**src/rtl/pwm_multi_channel.sv**
```systemverilog
// Multi-channel PWM generator: shared prescaled period counter, per-channel
// double-buffered duty, output/PWM enables and polarity, registered outputs.
module pwm_multi_channel #(
  parameter int unsigned NUM_CH  = 16,
  parameter int unsigned CNT_W   = 8,
  parameter int unsigned PRESC_W = 8
) (
  input  logic               clk,
  input  logic               rst,
  input  logic               run,
  input  logic [CNT_W-1:0]   period,
  input  logic [PRESC_W-1:0] prescale,
  input  logic [NUM_CH-1:0]  en_out,
  input  logic [NUM_CH-1:0]  en_pwm,
  input  logic [NUM_CH-1:0]  polarity,
  input  logic               wr_en,
  input  logic [7:0]         wr_addr,
  input  logic [CNT_W-1:0]   wr_data,
  output logic [NUM_CH-1:0]  out,
  output logic               period_done
);

  localparam int unsigned AW = (NUM_CH > 1) ? $clog2(NUM_CH) : 1;

  logic [PRESC_W-1:0] pre_cnt_q, pre_cnt_d;
  logic [CNT_W-1:0]   cnt_q, cnt_d;
  logic [CNT_W-1:0]   per_act_q, per_act_d;
  logic [PRESC_W-1:0] presc_act_q, presc_act_d;
  logic [CNT_W-1:0]   duty_sh_q  [NUM_CH];
  logic [CNT_W-1:0]   duty_sh_d  [NUM_CH];
  logic [CNT_W-1:0]   duty_act_q [NUM_CH];
  logic [CNT_W-1:0]   duty_act_d [NUM_CH];
  logic [NUM_CH-1:0]  out_q, out_d;
  logic               wrap_q, wrap_d;
  logic               period_done_q, period_done_d;
  logic               tick;
  logic               wrap;
  logic [NUM_CH-1:0]  lvl;

  assign tick = (pre_cnt_q == presc_act_q);
  assign wrap = run && tick && (cnt_q == per_act_q);

  // Counters and active period/prescale; while stopped, settings track the inputs
  always_comb begin
    pre_cnt_d   = pre_cnt_q;
    cnt_d       = cnt_q;
    per_act_d   = per_act_q;
    presc_act_d = presc_act_q;
    if (!run) begin
      pre_cnt_d   = '0;
      cnt_d       = '0;
      per_act_d   = period;
      presc_act_d = prescale;
    end else begin
      pre_cnt_d = tick ? '0 : pre_cnt_q + PRESC_W'(1);
      if (tick) begin
        cnt_d = (cnt_q == per_act_q) ? '0 : cnt_q + CNT_W'(1);
      end
      if (wrap) begin
        per_act_d   = period;
        presc_act_d = prescale;
      end
    end
  end

  // Wrap flag is delayed one cycle so period_done lines up with the first new output
  always_comb begin
    wrap_d        = wrap;
    period_done_d = wrap_q && run;
  end

  // Shadow writes and shadow-to-active transfer (transfer sees pre-write contents)
  always_comb begin
    duty_sh_d  = duty_sh_q;
    duty_act_d = duty_act_q;
    if (!run || wrap) begin
      duty_act_d = duty_sh_q;
    end
    if (wr_en && (32'(wr_addr) < NUM_CH)) begin
      duty_sh_d[wr_addr[AW-1:0]] = wr_data;
    end
  end

  always_comb begin
    lvl = '0;
    for (int i = 0; i < int'(NUM_CH); i++) begin
      if (duty_act_q[i] == '0) begin
        lvl[i] = 1'b0;
      end else if (duty_act_q[i] > per_act_q) begin
        lvl[i] = 1'b1;
      end else begin
        lvl[i] = (cnt_q < duty_act_q[i]);
      end
    end
  end

  always_comb begin
    out_d = '0;
    for (int i = 0; i < int'(NUM_CH); i++) begin
      if (en_out[i]) begin
        out_d[i] = en_pwm[i] ? (lvl[i] ^ polarity[i]) : ~polarity[i];
      end
    end
  end

  always_ff @(posedge clk or posedge rst) begin
    if (rst) begin
      pre_cnt_q     <= '0;
      cnt_q         <= '0;
      per_act_q     <= '1;
      presc_act_q   <= '0;
      duty_sh_q     <= '{default: '0};
      duty_act_q    <= '{default: '0};
      out_q         <= '0;
      wrap_q        <= 1'b0;
      period_done_q <= 1'b0;
    end else begin
      pre_cnt_q     <= pre_cnt_d;
      cnt_q         <= cnt_d;
      per_act_q     <= per_act_d;
      presc_act_q   <= presc_act_d;
      duty_sh_q     <= duty_sh_d;
      duty_act_q    <= duty_act_d;
      out_q         <= out_d;
      wrap_q        <= wrap_d;
      period_done_q <= period_done_d;
    end
  end

  assign out         = out_q;
  assign period_done = period_done_q;

endmodule
```
**config.mk**
```make
export PLATFORM = sky130hd
export DESIGN_NAME = pwm_multi_channel
export DESIGN_NICKNAME = d
export VERILOG_FILES = /design/src/rtl/pwm_multi_channel.sv
export SDC_FILE = /design/constraint.sdc
export NUM_CORES = 1
export LEC_CHECK = 0
export ABC_AREA = 1
export CAP_MARGIN = 20
export CELL_PAD_IN_SITES_DETAIL_PLACEMENT = 1
export CELL_PAD_IN_SITES_GLOBAL_PLACEMENT = 1
export CORE_UTILIZATION = 46
export CTS_BUF_LIST = sky130_fd_sc_hd__clkbuf_8 sky130_fd_sc_hd__clkbuf_16
export CTS_CLUSTER_SIZE = 14
export DETAILED_ROUTE_END_ITERATION = 10
export GPL_TIMING_DRIVEN = 0
export PLACE_DENSITY = 0.9
export REMOVE_ABC_BUFFERS = 1
export SLEW_MARGIN = 20
export SYNTH_ARGS = -nofsm -noshare
export SYNTH_HDL_FRONTEND = slang
export SYNTH_SLANG_ARGS = --single-unit
export TNS_END_PERCENT = 100
```
**constraint.sdc**
```tcl
create_clock -name clk -period 11.7 [get_ports clk]
set_input_delay 1.17 -clock clk [delete_from_list [all_inputs] [get_ports clk]]
set_output_delay 1.17 -clock clk [all_outputs]
set_load 0.03 [all_outputs]
```
After elaboration in Yosys (flattened, before gate mapping)

Cells that the tools add are included.

Bitwise logic cells: 33
Equality and inequality tests: 4
Reduce and logical (&&, ||, !) cells: 23
Multiplexer cells: 76
Add/subtract/negate cells: 2
Magnitude comparators: 35

Operator list:

| cell                                                     | count |
|---|---|
| bitwise mux 128 bit                                      | 1 |
| greater-than comparator 8 bit                            | 16 |
| logical NOT 8 bit                                        | 16 |
| < comparator 8 bit                                       | 16 |
| 2-to-1 mux 8 bit                                         | 10 |
| 2-to-1 mux 1 bit                                         | 64 |
| demux 8 bit (select 4 bit)                               | 1 |
| adder 8 x 1 -> 8 bit, second input constant              | 2 |
| equality test 8 bit                                      | 2 |
| inverter 1 bit                                           | 16 |
| bitwise XOR 1 bit                                        | 16 |
| < comparator 8 x 5 -> 1 bit, second input constant       | 1 |
| greater-or-equal comparator 5 bit, second input constant | 1 |
| logical AND 1 bit                                        | 5 |
| < comparator 5 x 1 -> 1 bit, second input constant       | 1 |
| inverter 4 -> 5 bit                                      | 1 |
| != test 2 x 1 -> 1 bit, second input constant            | 2 |
| logical NOT 1 bit                                        | 1 |
| logical OR 1 bit                                         | 1 |

Register bits: 306
Output and inout port bits: 17
Word-level logic and storage cells: 212
Input port bits: 84

Depth between registers and ports, before layout

Depth in word-level cells: 6
Gate-level depth with buffers: 15
Mapped depth without buffers: 15

Worst setup path before layout

Ideal clock, no wire load.

Path type: input to register
Start: in wr_addr[2]
End: reg duty_sh_q[104] (netlist bit)
Slack: 9424 ps
Setup time: 131 ps
Required time: 11569 ps
Data arrival time: 2145 ps
Cell stages on the path: 7
Path buffers: 2
Path through: clkbuf_1 -> or2_2 -> nor2_1 -> nand2_1 -> clkbuf_1 -> nand2_1 -> o21ai_0

Word-level cells in the longest chain between the ends: 6
Elaborated cells on any way between the ends: 9
Classes of those cells: 3 x order compare; 3 x mux; 1 x bitwise; 2 x reduce/logical

Ends and longest elaborated chain:

| element                                                                                                       | line | RTL |
|---|---|---|
| start, declared                                                                                               | 17   | `input logic [7:0] wr_addr,` |
| inverter 4 -> 5 bit (not written as such)                                                                     | 80   | `duty_sh_d[wr_addr[AW-1:0]] = wr_data;` |
| greater-or-equal comparator 5 bit (not written as such) / < comparator 5 x 1 -> 1 bit (equally long branches) | 80   |  |
| logical AND 1 bit (not written as such)                                                                       | 80   |  |
| 2-to-1 mux 8 bit (not written as such)                                                                        | 80   |  |
| demux 8 bit (select 4 bit)                                                                                    | 80   |  |
| bitwise mux 128 bit                                                                                           | 80   |  |
| end signal, assigned                                                                                          | 122  | `duty_sh_q <= duty_sh_d;` |
| end, declared                                                                                                 | 29   | `logic [CNT_W-1:0] duty_sh_q [NUM_CH];` |

Parallel ways exist; a longest one is shown, timed or not.
A chain may end at the register's enable or synchronous reset.

Final worst setup path

Start: reg per_act_q[0]
End: reg duty_act_q[3] (netlist bit)

Word-level cells in the longest chain between the ends: 3

Ends and longest elaborated chain:

| element                | line | RTL |
|---|---|---|
| start, declared        | 27   | `logic [CNT_W-1:0] per_act_q, per_act_d;` |
| start signal, assigned | 120  | `per_act_q <= per_act_d;` |
| equality test 8 bit    | 41   | `assign wrap = run && tick && (cnt_q == per_act_q);` |
| logical AND 1 bit      | 41   |  |
| logical OR 1 bit       | 76   | `if (!run \|\| wrap) begin` |
| end signal, assigned   | 123  | `duty_act_q <= duty_act_d;` |
| end, declared          | 31   | `logic [CNT_W-1:0] duty_act_q [NUM_CH];` |

Every way passes these cells.

==> metrics <==
CTS Buf Count 36; Leak roughly 0.011 uW; synth cell count leaders nand2_1, dfrtp_1, inv_1; flop-to-flop setup slack around 8100 ps; hold_buf cts 0; multi-input combinational cell area about 9400 um2; Setup Skew around 24 ps; final setup fails 0; final net count between 2000 and 3000; Internal Pwr Total 2030 uW; RSZ-0062 raised after global routing false; DRT iter0 DRCs about 940; area grow syn2layout 15.8%; fmax approximately 0.28 GHz; Max-Cap Viols 0; endpoint type of the worst setup path flop; WL final a little over 60000 um; Final ANT Viol Nets 0; number of global-route vias before repair between 15000 and 20000; Congestion Overflow GR 0; Critical Path Start Type flop; clock root cell clkbuf_16; reg-to-reg endpoint duty_act_q[3]$_DFFE_PP0P_; Placement Setup Slack around 8200 ps; CP Class flop to flop; VDD IR-drop max 0.0000931 V; Post-synth EDFFs 0; Via density between 5 and 6; Port Buffers 100; dpl cells about 2800; final std cells w/o fill between 2000 and 3000; Sink Count approximately 300; worst skew pair latency ~570 ps; CTS tree yes; worst r2r src per_act_q[0]$_DFFE_PP1P_; sequential power share a little over 40%; DRC 0; post-synth top area cell dfrtp_1; Hold Path Stages 2; Psw around 850 uW; initial core utilization a little under half; largest net degree at the start of global routing 96; Global Route Usage Sum a little under a third; final hold viol count 0; die height roughly 200 um; PwrDens 133 nW/um2; I/O pin cnt 101; Hold Path End period_done$_DFF_PP0_; Data required, critical path 12180 ps; Avg Cell Area, Syn 8.37 um2; FFs w/ async S/R, synth 100%; R2R depth 11; # diodes 0; vias between 15000 and 20000; worst hold path class flop to flop; hold_sp wrap_q$_DFF_PP0_; area of the core between 30000 and 40000 um2; post-CTS resize count 0; fill count around 4700; Yosys Warn Count 0; Site Rows 73; Gate Count Post-Synth between 2000 and 2500; Netlist cell types 32; register area around 7700 um2; switch share between 20% and 30%; GP Congestion between 0.8 and 0.9; Clk pwr share 42.4%; Placement Cell Area slightly above 20000 um2; Max FO, Critical Path 26; synthesized area ~19000 um2; Final Slew Violations 0; top_reg_cell synth dfrtp_1; part of the Yosys area used for sequential elements 41.1%; drt first pass iters 5; status finished clean; die footprint between 40000 and 50000 um2; Final WS setup ~8000 ps; DR WL/cell between 20 and 25 um; Worst Tran Pin Value 1090 ps; synth top area cells dfrtp_1, ha_1, nand2_1; period utilization just over 30%; Clock transition at path regs approximately 60 ps; DP Wirelength around 38000 um; Logic pwr share approximately 17%; most frequent cell after synthesis nand2_1; Final Instance Area 21600 um2; slew margin rel. a little over a quarter; initial antenna violation count 0; Clock Tree Buf Depth 3; register bit total from synthesis 306; top-area cell type share of the netlist area between 30% and 40%; setup TNS 0 ps; Final Power around 2900 uW; min cycle time layout 3560 ps; first-pass GRT wire length around 98000 um; Die W roughly 200 um; CP Data Arrival Time approximately 4000 ps; number of buffers added for setup after CTS 0; H-tree Lvls 2; share of layout cells above drive strength 1 11.2%
==> power groups by stage <==
stage	Clock, uW	Combinational [uW]	Sequential, uW
after CTS	1230	496	1160
after floorplan	0	291	1170
after detailed placement	0	476	1180
after global placement	0	417	1180
after global routing	1260	552	1170
final	1220	496	1160
==> critical path, stage by stage, from the launching register on <==
cell and delay [ps]:
dfstp_2 1080, xor2_1 160, a21oi_1 150, nand4_1 260, o21ai_4 600, buf_16 240, buf_16 200, buf_16 200
buf_16 180, buf_16 190, nand2_1 120, o21ai_2 70
==> cell usage in the layout, fill, tap and decap left out, types with 26 or more instances in the layout <==
| cell type | count |
|---|---|
| nor4_1 | 27 |
| nand2_1 | 660 |
| clkdlybuf4s50_1 | 100 |
| a21oi_1 | 86 |
| o21ai_2 | 110 |
| clkbuf_16 | 38 |
| o21ai_1 | 26 |
| nand3_1 | 31 |
| inv_1 | 279 |
| nor2_1 | 122 |
| dfrtp_1 | 291 |
| ha_1 | 242 |
| o21ai_0 | 140 |
| nand2_2 | 46 |
==> how the worst max path moves through the flow <==
stage                                        start                         to  slack [ps]  cells after the start
after detailed placement                wr_addr[7]  duty_sh_q[80]$_DFFE_PP0P_        8180                      7
after global routing      per_act_q[0]$_DFFE_PP1P_  duty_act_q[3]$_DFFE_PP0P_        7950                     11
after global placement                         rst           out[3]$_DFF_PP0_       -1900                      2
after CTS                 per_act_q[0]$_DFFE_PP1P_  duty_act_q[3]$_DFFE_PP0P_        8190                     11
final                     per_act_q[0]$_DFFE_PP1P_  duty_act_q[3]$_DFFE_PP0P_        8140                     11
after floorplan                                rst       cnt_q[0]$_DFFE_PP0P_        2080                      1
==> kinds of logic (layout without fill, tap and decap cells) <==
family / Yosys count / count (layout) / share of synthesized area [%]
simple gates: 936 / 936 / 20.6
compound gates: 385 / 385 / 12.9
buf+inv: 343 / 468 / 8.35
flops: 306 / 306 / 41.1
fa+ha+maj: 242 / 242 / 16.2
xor+xnor: 17 / 17 / 0.798
==> area by class of cell <==
class	count	area share [%]
clock inverter	21	1.08
timing repair buffer	119	7.01
multi-input combinational	1580	43.6
tap	525	3.04
clock buffer	44	4.73
inverter	284	4.98
sequential	306	35.5
==> per-layer routing <==
metal	share of wire [%]	GRT usage (%)
met5	0	0
met4	5.7	17.3
met3	5.2	4.57
met2	50	53.7
met1	39	35.5
==> flip-flops by register name, indices dropped and copies added (netlist names) <==
register and count:
out 16, duty_act_q 128, cnt_q 8, pre_cnt_q 8
per_act_q 8, presc_act_q 8, period_done 1, wrap_q 1
duty_sh_q 128
==> per-stage QoR <==
stage	util (%)	hold slack, ps
5_1_grt	54.2	502
3_5_place_dp	51.0	454
2_1_floorplan	-	412
6_report	54.2	462
3_3_place_gp	49.8	427
4_1_cts	54.2	467
(Power assumes the default switching activity.)
